[config.mk]
export PLATFORM = sky130hd
export DESIGN_NAME = alu_operand_stage_flat
export DESIGN_NICKNAME = d
export VERILOG_FILES = /design/src/rtl/alu_operand_stage_if.sv /design/src/rtl/alu_operand_stage.sv /design/src/flat_wrapper.sv
export SDC_FILE = /design/constraint.sdc
export NUM_CORES = 1
export LEC_CHECK = 0
export CORE_MARGIN = 2
export CORE_UTILIZATION = 33
export CTS_BUF_LIST = sky130_fd_sc_hd__clkbuf_4
export CTS_CLUSTER_DIAMETER = 200
export DETAILED_ROUTE_END_ITERATION = 8
export PLACE_DENSITY = 0.67
export SYNTH_ARGS = -nofsm -noshare
export SYNTH_HDL_FRONTEND = slang
export SYNTH_SLANG_ARGS = --single-unit
[constraint.sdc]
create_clock -name clk -period 2.1 [get_ports clk]
set_input_delay 0.315 -clock clk [delete_from_list [all_inputs] [get_ports clk]]
set_output_delay 0.315 -clock clk [all_outputs]
set_load 0.02 [all_outputs]
[src/rtl/alu_operand_stage_if.sv]
// Decode-to-execute operand bundle.
// Decode drives the sources; execute consumes the operands.
interface alu_operand_stage_if #(
  parameter int XLEN   = 32,
  parameter int REG_AW = 5
);
  logic              in_valid;
  logic              in_ready;
  logic [1:0]        src_a_sel;
  logic [1:0]        src_b_sel;
  logic [REG_AW-1:0] rs1_addr;
  logic [REG_AW-1:0] rs2_addr;
  logic [XLEN-1:0]   rs1_data;
  logic [XLEN-1:0]   rs2_data;
  logic [XLEN-1:0]   imm;
  logic [XLEN-1:0]   pc;
  logic              ex_wr_en;
  logic [REG_AW-1:0] ex_rd;
  logic [XLEN-1:0]   ex_data;
  logic              wb_wr_en;
  logic [REG_AW-1:0] wb_rd;
  logic [XLEN-1:0]   wb_data;
  logic              flush;
  logic              out_valid;
  logic              out_ready;
  logic [XLEN-1:0]   op_a;
  logic [XLEN-1:0]   op_b;
  logic [XLEN-1:0]   store_data;
  logic [1:0]        fwd_a;
  logic [1:0]        fwd_b;

  modport master (
    output in_valid, src_a_sel, src_b_sel,
    output rs1_addr, rs2_addr,
    output rs1_data, rs2_data, imm, pc,
    output ex_wr_en, ex_rd, ex_data,
    output wb_wr_en, wb_rd, wb_data,
    output flush, out_ready,
    input  in_ready, out_valid,
    input  op_a, op_b, store_data,
    input  fwd_a, fwd_b
  );

  modport slave (
    input  in_valid, src_a_sel, src_b_sel,
    input  rs1_addr, rs2_addr,
    input  rs1_data, rs2_data, imm, pc,
    input  ex_wr_en, ex_rd, ex_data,
    input  wb_wr_en, wb_rd, wb_data,
    input  flush, out_ready,
    output in_ready, out_valid,
    output op_a, op_b, store_data,
    output fwd_a, fwd_b
  );
endinterface

[src/rtl/alu_operand_stage.sv]
// ALU operand select + EX/WB forwarding,
// held in a one-entry valid/ready register.
module alu_operand_stage #(
  parameter int XLEN   = 32,
  parameter int REG_AW = 5,
  parameter int PC_INC = 4
) (
  input logic clk,
  input logic rst,
  alu_operand_stage_if.slave bus
);

  localparam logic [1:0] FWD_NONE = 2'b00;
  localparam logic [1:0] FWD_EX   = 2'b01;
  localparam logic [1:0] FWD_WB   = 2'b10;

  localparam logic [XLEN-1:0] INC_K =
    XLEN'(PC_INC);

  logic            take;
  logic [XLEN-1:0] rs1_v;
  logic [XLEN-1:0] rs2_v;
  logic [1:0]      rs1_src;
  logic [1:0]      rs2_src;
  logic [XLEN-1:0] a_nxt;
  logic [XLEN-1:0] b_nxt;
  logic [1:0]      fa_nxt;
  logic [1:0]      fb_nxt;

  assign bus.in_ready =
    !bus.out_valid || bus.out_ready;
  assign take = bus.in_valid && bus.in_ready;

  // Forwarded register values, EX before WB, x0 never forwarded
  always_comb begin
    rs1_v   = bus.rs1_data;
    rs1_src = FWD_NONE;
    rs2_v   = bus.rs2_data;
    rs2_src = FWD_NONE;
    if (bus.rs1_addr != '0) begin
      if (bus.ex_wr_en &&
          bus.ex_rd == bus.rs1_addr) begin
        rs1_v   = bus.ex_data;
        rs1_src = FWD_EX;
      end else if (bus.wb_wr_en &&
                   bus.wb_rd == bus.rs1_addr) begin
        rs1_v   = bus.wb_data;
        rs1_src = FWD_WB;
      end
    end
    if (bus.rs2_addr != '0) begin
      if (bus.ex_wr_en &&
          bus.ex_rd == bus.rs2_addr) begin
        rs2_v   = bus.ex_data;
        rs2_src = FWD_EX;
      end else if (bus.wb_wr_en &&
                   bus.wb_rd == bus.rs2_addr) begin
        rs2_v   = bus.wb_data;
        rs2_src = FWD_WB;
      end
    end
  end

  // Operand muxes; forwarding tag only on register picks
  always_comb begin
    a_nxt  = '0;
    fa_nxt = FWD_NONE;
    b_nxt  = '0;
    fb_nxt = FWD_NONE;
    unique case (bus.src_a_sel)
      2'b00: begin
        a_nxt  = rs1_v;
        fa_nxt = rs1_src;
      end
      2'b01: a_nxt = bus.imm;
      2'b10: a_nxt = bus.pc;
      2'b11: a_nxt = '0;
    endcase
    unique case (bus.src_b_sel)
      2'b00: begin
        b_nxt  = rs2_v;
        fb_nxt = rs2_src;
      end
      2'b01: b_nxt = bus.imm;
      2'b10: b_nxt = INC_K;
      2'b11: b_nxt = '0;
    endcase
  end

  // Output register: reset > flush > capture/consume > hold
  always_ff @(posedge clk) begin
    if (rst) begin
      bus.out_valid  <= 1'b0;
      bus.op_a       <= '0;
      bus.op_b       <= '0;
      bus.store_data <= '0;
      bus.fwd_a      <= FWD_NONE;
      bus.fwd_b      <= FWD_NONE;
    end else if (bus.flush) begin
      bus.out_valid <= 1'b0;
    end else if (bus.in_ready) begin
      bus.out_valid <= bus.in_valid;
      if (take) begin
        bus.op_a       <= a_nxt;
        bus.op_b       <= b_nxt;
        bus.store_data <= rs2_v;
        bus.fwd_a      <= fa_nxt;
        bus.fwd_b      <= fb_nxt;
      end
    end
  end

endmodule

[src/flat_wrapper.sv]
// flat-port wrapper written by rule: the top's interface ports become plain ports
module alu_operand_stage_flat 
#(
  parameter int XLEN   = 32,
  parameter int REG_AW = 5,
  parameter int PC_INC = 4
)
  (clk, rst, bus_in_valid, bus_src_a_sel, bus_src_b_sel, bus_rs1_addr, bus_rs2_addr, bus_rs1_data, bus_rs2_data, bus_imm, bus_pc, bus_ex_wr_en, bus_ex_rd, bus_ex_data, bus_wb_wr_en, bus_wb_rd, bus_wb_data, bus_flush, bus_out_ready, bus_in_ready, bus_out_valid, bus_op_a, bus_op_b, bus_store_data, bus_fwd_a, bus_fwd_b);
  alu_operand_stage_if #(.XLEN(XLEN), .REG_AW(REG_AW)) bus_i ();
  input logic clk;
  input logic rst;
  input wire logic [$bits(bus_i.in_valid)-1:0] bus_in_valid;
  input wire logic [$bits(bus_i.src_a_sel)-1:0] bus_src_a_sel;
  input wire logic [$bits(bus_i.src_b_sel)-1:0] bus_src_b_sel;
  input wire logic [$bits(bus_i.rs1_addr)-1:0] bus_rs1_addr;
  input wire logic [$bits(bus_i.rs2_addr)-1:0] bus_rs2_addr;
  input wire logic [$bits(bus_i.rs1_data)-1:0] bus_rs1_data;
  input wire logic [$bits(bus_i.rs2_data)-1:0] bus_rs2_data;
  input wire logic [$bits(bus_i.imm)-1:0] bus_imm;
  input wire logic [$bits(bus_i.pc)-1:0] bus_pc;
  input wire logic [$bits(bus_i.ex_wr_en)-1:0] bus_ex_wr_en;
  input wire logic [$bits(bus_i.ex_rd)-1:0] bus_ex_rd;
  input wire logic [$bits(bus_i.ex_data)-1:0] bus_ex_data;
  input wire logic [$bits(bus_i.wb_wr_en)-1:0] bus_wb_wr_en;
  input wire logic [$bits(bus_i.wb_rd)-1:0] bus_wb_rd;
  input wire logic [$bits(bus_i.wb_data)-1:0] bus_wb_data;
  input wire logic [$bits(bus_i.flush)-1:0] bus_flush;
  input wire logic [$bits(bus_i.out_ready)-1:0] bus_out_ready;
  output wire logic [$bits(bus_i.in_ready)-1:0] bus_in_ready;
  output wire logic [$bits(bus_i.out_valid)-1:0] bus_out_valid;
  output wire logic [$bits(bus_i.op_a)-1:0] bus_op_a;
  output wire logic [$bits(bus_i.op_b)-1:0] bus_op_b;
  output wire logic [$bits(bus_i.store_data)-1:0] bus_store_data;
  output wire logic [$bits(bus_i.fwd_a)-1:0] bus_fwd_a;
  output wire logic [$bits(bus_i.fwd_b)-1:0] bus_fwd_b;
  assign bus_i.in_valid = bus_in_valid;
  assign bus_i.src_a_sel = bus_src_a_sel;
  assign bus_i.src_b_sel = bus_src_b_sel;
  assign bus_i.rs1_addr = bus_rs1_addr;
  assign bus_i.rs2_addr = bus_rs2_addr;
  assign bus_i.rs1_data = bus_rs1_data;
  assign bus_i.rs2_data = bus_rs2_data;
  assign bus_i.imm = bus_imm;
  assign bus_i.pc = bus_pc;
  assign bus_i.ex_wr_en = bus_ex_wr_en;
  assign bus_i.ex_rd = bus_ex_rd;
  assign bus_i.ex_data = bus_ex_data;
  assign bus_i.wb_wr_en = bus_wb_wr_en;
  assign bus_i.wb_rd = bus_wb_rd;
  assign bus_i.wb_data = bus_wb_data;
  assign bus_i.flush = bus_flush;
  assign bus_i.out_ready = bus_out_ready;
  assign bus_in_ready = bus_i.in_ready;
  assign bus_out_valid = bus_i.out_valid;
  assign bus_op_a = bus_i.op_a;
  assign bus_op_b = bus_i.op_b;
  assign bus_store_data = bus_i.store_data;
  assign bus_fwd_a = bus_i.fwd_a;
  assign bus_fwd_b = bus_i.fwd_b;
  alu_operand_stage #(.XLEN(XLEN), .REG_AW(REG_AW), .PC_INC(PC_INC)) u_core (.clk(clk), .rst(rst), .bus(bus_i));
endmodule
==> metrics.txt <==
status complete, no violations; endpoint type of the worst setup path output pin; Critical Path Start Type flip-flop; CTS tree yes; chip width ~150 um; Max-Cap Viols 0; CP Max Fanout 3; Pwr Total between 5000 and 6000 uW; post-CTS setup buffers 0; r2r setup slk approximately 0.35 ns; total gr overflow 0; Hold WS ~0.18 ns; total I/O pin count between 300 and 400; Die H 147 um; Area Overhead vs Synth 64.8%; placer's final routability congestion estimate between 0.8 and 0.9; Seq/Total Area, Yosys 29.8%; Avg WL per Cell between 20 and 25 um; critical path class reg2out; core area 20200 um2; worst IR drop on VDD 0.273 mV; Final period util about 95%; RSZ-0062 raised after global routing false; CP required between 1.5 and 2 ns; Hold Path Origin rst; syn_area_per_cell ~8 um2; Worst Path Arrival about 1.7 ns; min Tclk post-route between 1.5 and 2 ns; clk buf depth 2; H-tree depth 3; WHS Endpoint u_core.bus.fwd_b[0]$_SDFFE_PP0P_; final wirelength ~33000 um; row count between 50 and 60; Seq. cell area 2020 um2; clock sink count approximately 100; # fillers about 1900; WP buf/inv 2; vias roughly 8700; share of total power in combinational logic 33.1%; total nets after synthesis 1072; clk root buf clkbuf_4; 1st-iter DRT viols between 700 and 800; Syn Std Cell Area between 6000 and 7000 um2; Sw Pwr approximately 1700 uW; fmax between 500 and 600 MHz; CTS Buf Count 9; Residual DRC 0; crit-path max cell delay ~0.60 ns; yosys warns 0; worst skew pair latency 0.50 ns; CP delay by family, top buffers and inverters; Net Sw Frac approximately 31%; DP Area roughly 11000 um2; post-route cell area 11200 um2; endpoints failing setup 0; crit-path cells nor2b_2 -> inv_1 -> clkdlybuf4s50_1; Syn Inst Count 849; Min-Delay Path Depth 2; antenna violations before repair 1; die area ~22000 um2; DR pass1 iterations 5; antenna viol nets, final 0; share of layout cells above drive strength 1 between 10% and 20%; Clk pwr share between 20 and 30%; RR Endpoint u_core.bus.store_data[3]$_SDFFE_PP0P_; flops & latches, synth between 100 and 150; post-DP HPWL between 20000 and 25000 um; # port buffers ~320; GRT Util Overall a little under 30%; Hold WC Path Type in2reg; Crit-path slowest cell clkdlybuf4s50_1; worst-margin pin slew just over 1 ns; Worst Setup SP u_core.bus.out_valid$_SDFFE_PP0N_; pwr dens about 480 nW/um2; Clock Skew approximately 0.012 ns; Nets roughly 1400; post-DR vias/cell about 6.0; largest net degree at the start of global routing 44; P_int 3690 uW; library cells used by synthesis 51; area of the multi-input gates between 4000 and 5000 um2; Starting Density between 30% and 40%; R2R Path Start u_core.bus.out_valid$_SDFFE_PP0N_; FF-to-FF path depth 7; first-pass GRT wire length 49900 um; vias in the first global route slightly below 9000; Flop pwr share 39.7%; fin. max-slew vios 0; final hold vios 0; Leak roughly 0.0043 uW; max_slew headroom 32.2%; CTS clk-pin slew, worst paths 0.17 ns
cell type report:
class,instances,share of cell area [%]
Antenna cell,1,0.0224
Clock inverter,5,1.11
Tap cell,270,3.02
Timing Repair Buffer,410,37.7
Sequential cell,101,18.1
Inverter,31,1.04
Clock buffer,10,0.672
Multi-Input combinational cell,620,38.3
per-layer routing:
metal  track usage, %  share of wire [%]
met5                0                  0
met2             47.8                 46
met4             7.74                1.8
met3             6.24                9.1
met1             39.6                 43
cell usage in the layout, fill, tap and decap left out, drive strengths merged, types with 7 or more instances in the layout:
cell	synthesis	final
dfxtp	101	101
o211a	27	27
or3	28	28
clkbuf	73	10
inv	31	31
nor3	69	69
xnor2	16	16
o32ai	34	34
buf	24	87
nand3	7	7
a221oi	32	32
nand2	15	15
a21o	27	27
clkdlybuf4s50	0	323
o21bai	32	32
o2111ai	28	28
o221ai	31	31
a311oi	8	8
nor2	66	66
and3	28	28
o31ai	27	27
o22ai	28	28
a21oi	67	67
flip-flops by register name, summed over array words and instances (netlist names):
| signal | flops |
|---|---|
| u_core.bus.op_b | 32 |
| u_core.bus.store_data | 32 |
| u_core.bus.op_a | 32 |
| u_core.bus.out_valid | 1 |
| u_core.bus.fwd_a | 2 |
| u_core.bus.fwd_b | 2 |
how the worst max path moves through the flow:
stage | depth (start not counted) | end
final | 3 | bus_in_ready
after global routing | 3 | bus_in_ready
after CTS | 3 | bus_in_ready
after detailed placement | 7 | u_core.bus.op_b[19]$_SDFFE_PP0P_
after global placement | 7 | u_core.bus.op_b[1]$_SDFFE_PP0P_
after floorplan | 7 | u_core.bus.op_b[10]$_SDFFE_PP0P_
per-stage QoR:
step | setup slack, ns | TNS [ns] | utilization [%] | cells
global placement | -0.331 | -26.06 | 54.4 | 1432
CTS | 0.0333 | 0 | 55.4 | 1447
detailed placement | -0.399 | -28.63 | 54.4 | 1432
global route | 0.0286 | 0 | 55.4 | 1448
finish | 0.104 | 0 | 55.4 | 1448
floorplan | 0.149 | 0 | - | 849
power by group through the flow:
| stage | Combinational (uW) | Sequential [uW] | Clock, uW |
|---|---|---|---|
| 2_1_floorplan | 542 | 2290 | 0 |
| 3_3_place_gp | 1740 | 2160 | 0 |
| 3_5_place_dp | 1750 | 2160 | 0 |
| 4_1_cts | 1760 | 2120 | 1470 |
| 5_1_grt | 1870 | 2140 | 1540 |
| 6_report | 1770 | 2120 | 1460 |
cells in the mapped netlist (all sizes together):
cell / number / area share (%)
and3: 28 / 2.7
o22ai: 28 / 2.6
a221oi: 32 / 4.1
o21bai: 32 / 3.5
clkbuf: 73 / 4.0
inv: 31 / 1.7
and4: 2 / 0.26
nor3: 69 / 5.1
nand4: 3 / 0.28
a21o: 27 / 3.0
o211ai: 1 / 0.11
nor2b: 4 / 0.37
xnor2: 16 / 2.1
buf: 24 / 2.3
dfxtp: 101 / 30
o211a: 27 / 4.0
o21ai: 3 / 0.22
o221ai: 31 / 4.0
o2111ai: 28 / 3.6
nand2: 15 / 0.87
o22a: 4 / 0.52
a32oi: 2 / 0.26
nor4: 4 / 0.55
nand3: 7 / 0.96
or4: 2 / 0.33
xor2: 4 / 0.52
or2: 1 / 0.13
nor2: 66 / 3.8
nand4b: 1 / 0.13
nand3b: 2 / 0.22
o31ai: 27 / 3.1
a311oi: 8 / 1.0
o32ai: 34 / 4.4
a221o: 1 / 0.15
a211o: 1 / 0.13
and2: 3 / 0.28
o41ai: 1 / 0.13
nand2b: 6 / 0.55
or3: 28 / 2.6
nor3b: 5 / 0.55
a21oi: 67 / 4.9
repair_timing:
action | in CTS | in global routing
gates resized for setup | 0 | 1
endpoints found under the setup margin | 0 | 1
hold buffers | 0 | 0
cell families after synthesis:
group	share of synthesized area, %
xor gates and xnor gates	2.58
AOI/OAI and AO/OA	39.9
buffers and inverters	8.10
and+or+nand+nor	19.6
DFF	29.8
Power figures use the tool's default switching activity.
==> RTL edit, RTL diff (config.mk and constraints unchanged) <==
`XLEN` is set to 32 in 3 places; all go to 40.
--- a/src/rtl/alu_operand_stage_if.sv
+++ b/src/rtl/alu_operand_stage_if.sv
@@ -2,5 +2,5 @@
 // Decode drives the sources; execute consumes the operands.
 interface alu_operand_stage_if #(
-  parameter int XLEN   = 32,
+  parameter int XLEN   = 40,
   parameter int REG_AW = 5
 );
--- a/src/rtl/alu_operand_stage.sv
+++ b/src/rtl/alu_operand_stage.sv
@@ -2,5 +2,5 @@
 // held in a one-entry valid/ready register.
 module alu_operand_stage #(
-  parameter int XLEN   = 32,
+  parameter int XLEN   = 40,
   parameter int REG_AW = 5,
   parameter int PC_INC = 4
--- a/src/flat_wrapper.sv
+++ b/src/flat_wrapper.sv
@@ -2,5 +2,5 @@
 module alu_operand_stage_flat 
 #(
-  parameter int XLEN   = 32,
+  parameter int XLEN   = 40,
   parameter int REG_AW = 5,
   parameter int PC_INC = 4
Interface: changed (9 resized); port bits go from 325 to 397. The function was not compared with the original's and may differ.
==> RTL edit against the original RTL <==
  * Fmax shrank 0.18%
  * Power grew 25%
  * Cell area grew 16%
  * Setup slack lost 3.5 ps
  * Routed wire length grew 13%
  * Area after synthesis grew 10%
  * Critical path depth grew 9
  * Sequential cell count grew 24
==> RTL edit: results (changes against the original RTL) <==
synth_xor_area_frac: 0.0234  # -0.00240
grt_pass1_vias: 9549  # +9.8%
synth_cell_type_count: 41  # -20%
dp_cells: 1633  # +14%
cts_buffers: 17  # +8
synth_nets: 1247  # +16%
cp.arrival_ps: 2420  # +740 ps
dp_hpwl_mm: 25.2  # +5.9%
use_met3: 0.0647  # +0.00230
dr.pass1.iters: 8  # +3
nFillCells: 2036  # +9.6%
yosysMostFrequentCell: "nor2_1"
path_clk_slew_ps: 150  # -20 ps
wl_per_cell_um: 22.2  # -2.5%
first_iter_violations: 843  # +15%
synthCells: 976  # +15%
dr_wl_met3_mm: 3.35  # +12%
synth.top_cells.by_count: "nor2_1 (173), dfxtp_1 (125), nand3_1 (107), nand2_1 (90), a21oi_1 (89)"
m1WireLength_mm: 14.6  # +4.0%
seq_area_frac_synth: 0.335  # +0.0366
clkLatencyLatePin_ps: 560  # +60 ps
grtUsageMet2: 0.492  # +0.0144
grt_use_total: 0.292  # -0.00147
port_buffers: 396  # +22%
fin_nets: 1654  # +18%
dr_wl_met2_mm: 18.1  # +18%
irDropWorstVdd_v: 0.000320  # +17%
status: "finished clean"
place_congestion: 0.893  # +3.8%
grt_max_degree: 127  # +190%
synth_compound_area_frac: 0.308  # -0.0905
## RTL edit: cell count changes in the layout (fill, tap and decap cells not counted), sizes merged, moves of 27 or more
cell           change
nand2             +75
a21o              -27
nor3              -63
o21bai            -32
inv               -29
o211a             -27
clkdlybuf4s50     +69
nand3            +101
a221oi            +46
a211oi            +40
o2111ai           -28
nor2             +110
nor3b             +33
## RTL edit: power by group
part / internal [W] / switching (W)
clock network: 0.000959 / 0.00107
logic: 0.00110 / 0.000985
registers: 0.00252 / 0.0000836
total: 0.00458 / 0.00213
## RTL edit: worst paths after layout
check | start | to | slack (ps) | depth (start not counted)
max | bus_rs2_addr[2] | u_core.bus.store_data[12] | 100 | 12
min | bus_rs2_data[33] | u_core.bus.op_b[33] | 320 | 3
max reg2reg | u_core.bus.out_valid | u_core.bus.op_b[37] | 130 | 8
min reg2reg | u_core.bus.fwd_b[1] | u_core.bus.fwd_b[1] | 460 | 2
## RTL edit: worst reg2reg max path: cells and delay by family, from the launching register on
kind	cells	cell delay [ps]
simple gates	5	1000
buf+inv	2	490
flops	1	320
compound gates	1	110
## RTL edit: cell type report
type	instances	area, sq um	share of cell area
multi-input cells	753	4640	0.359
repair buffers	485	5090	0.394
inverters	1	3.75	0.000290
clock buffers	18	135	0.0105
clock inverters	13	191	0.0148
flip-flops and latches	125	2500	0.194
well taps	285	357	0.0276
diodes	2	5.00	0.000387
## RTL edit: per-stage QoR
stage / power, W / cell area [sq um]
global route: 0.00699 / 12900
detailed placement: 0.00468 / 12300
floorplan: 0.00345 / 7470
CTS: 0.00671 / 12600
global placement: 0.00467 / 12300
finish: 0.00671 / 12900
## RTL edit: what timing repair did
action / CTS / global route
pin swaps: 2 / 6
resized for setup: 6 / 12
buffers inserted: 0 / 10
cloned: 2 / 4
setup endpoints to repair: 74 / 59
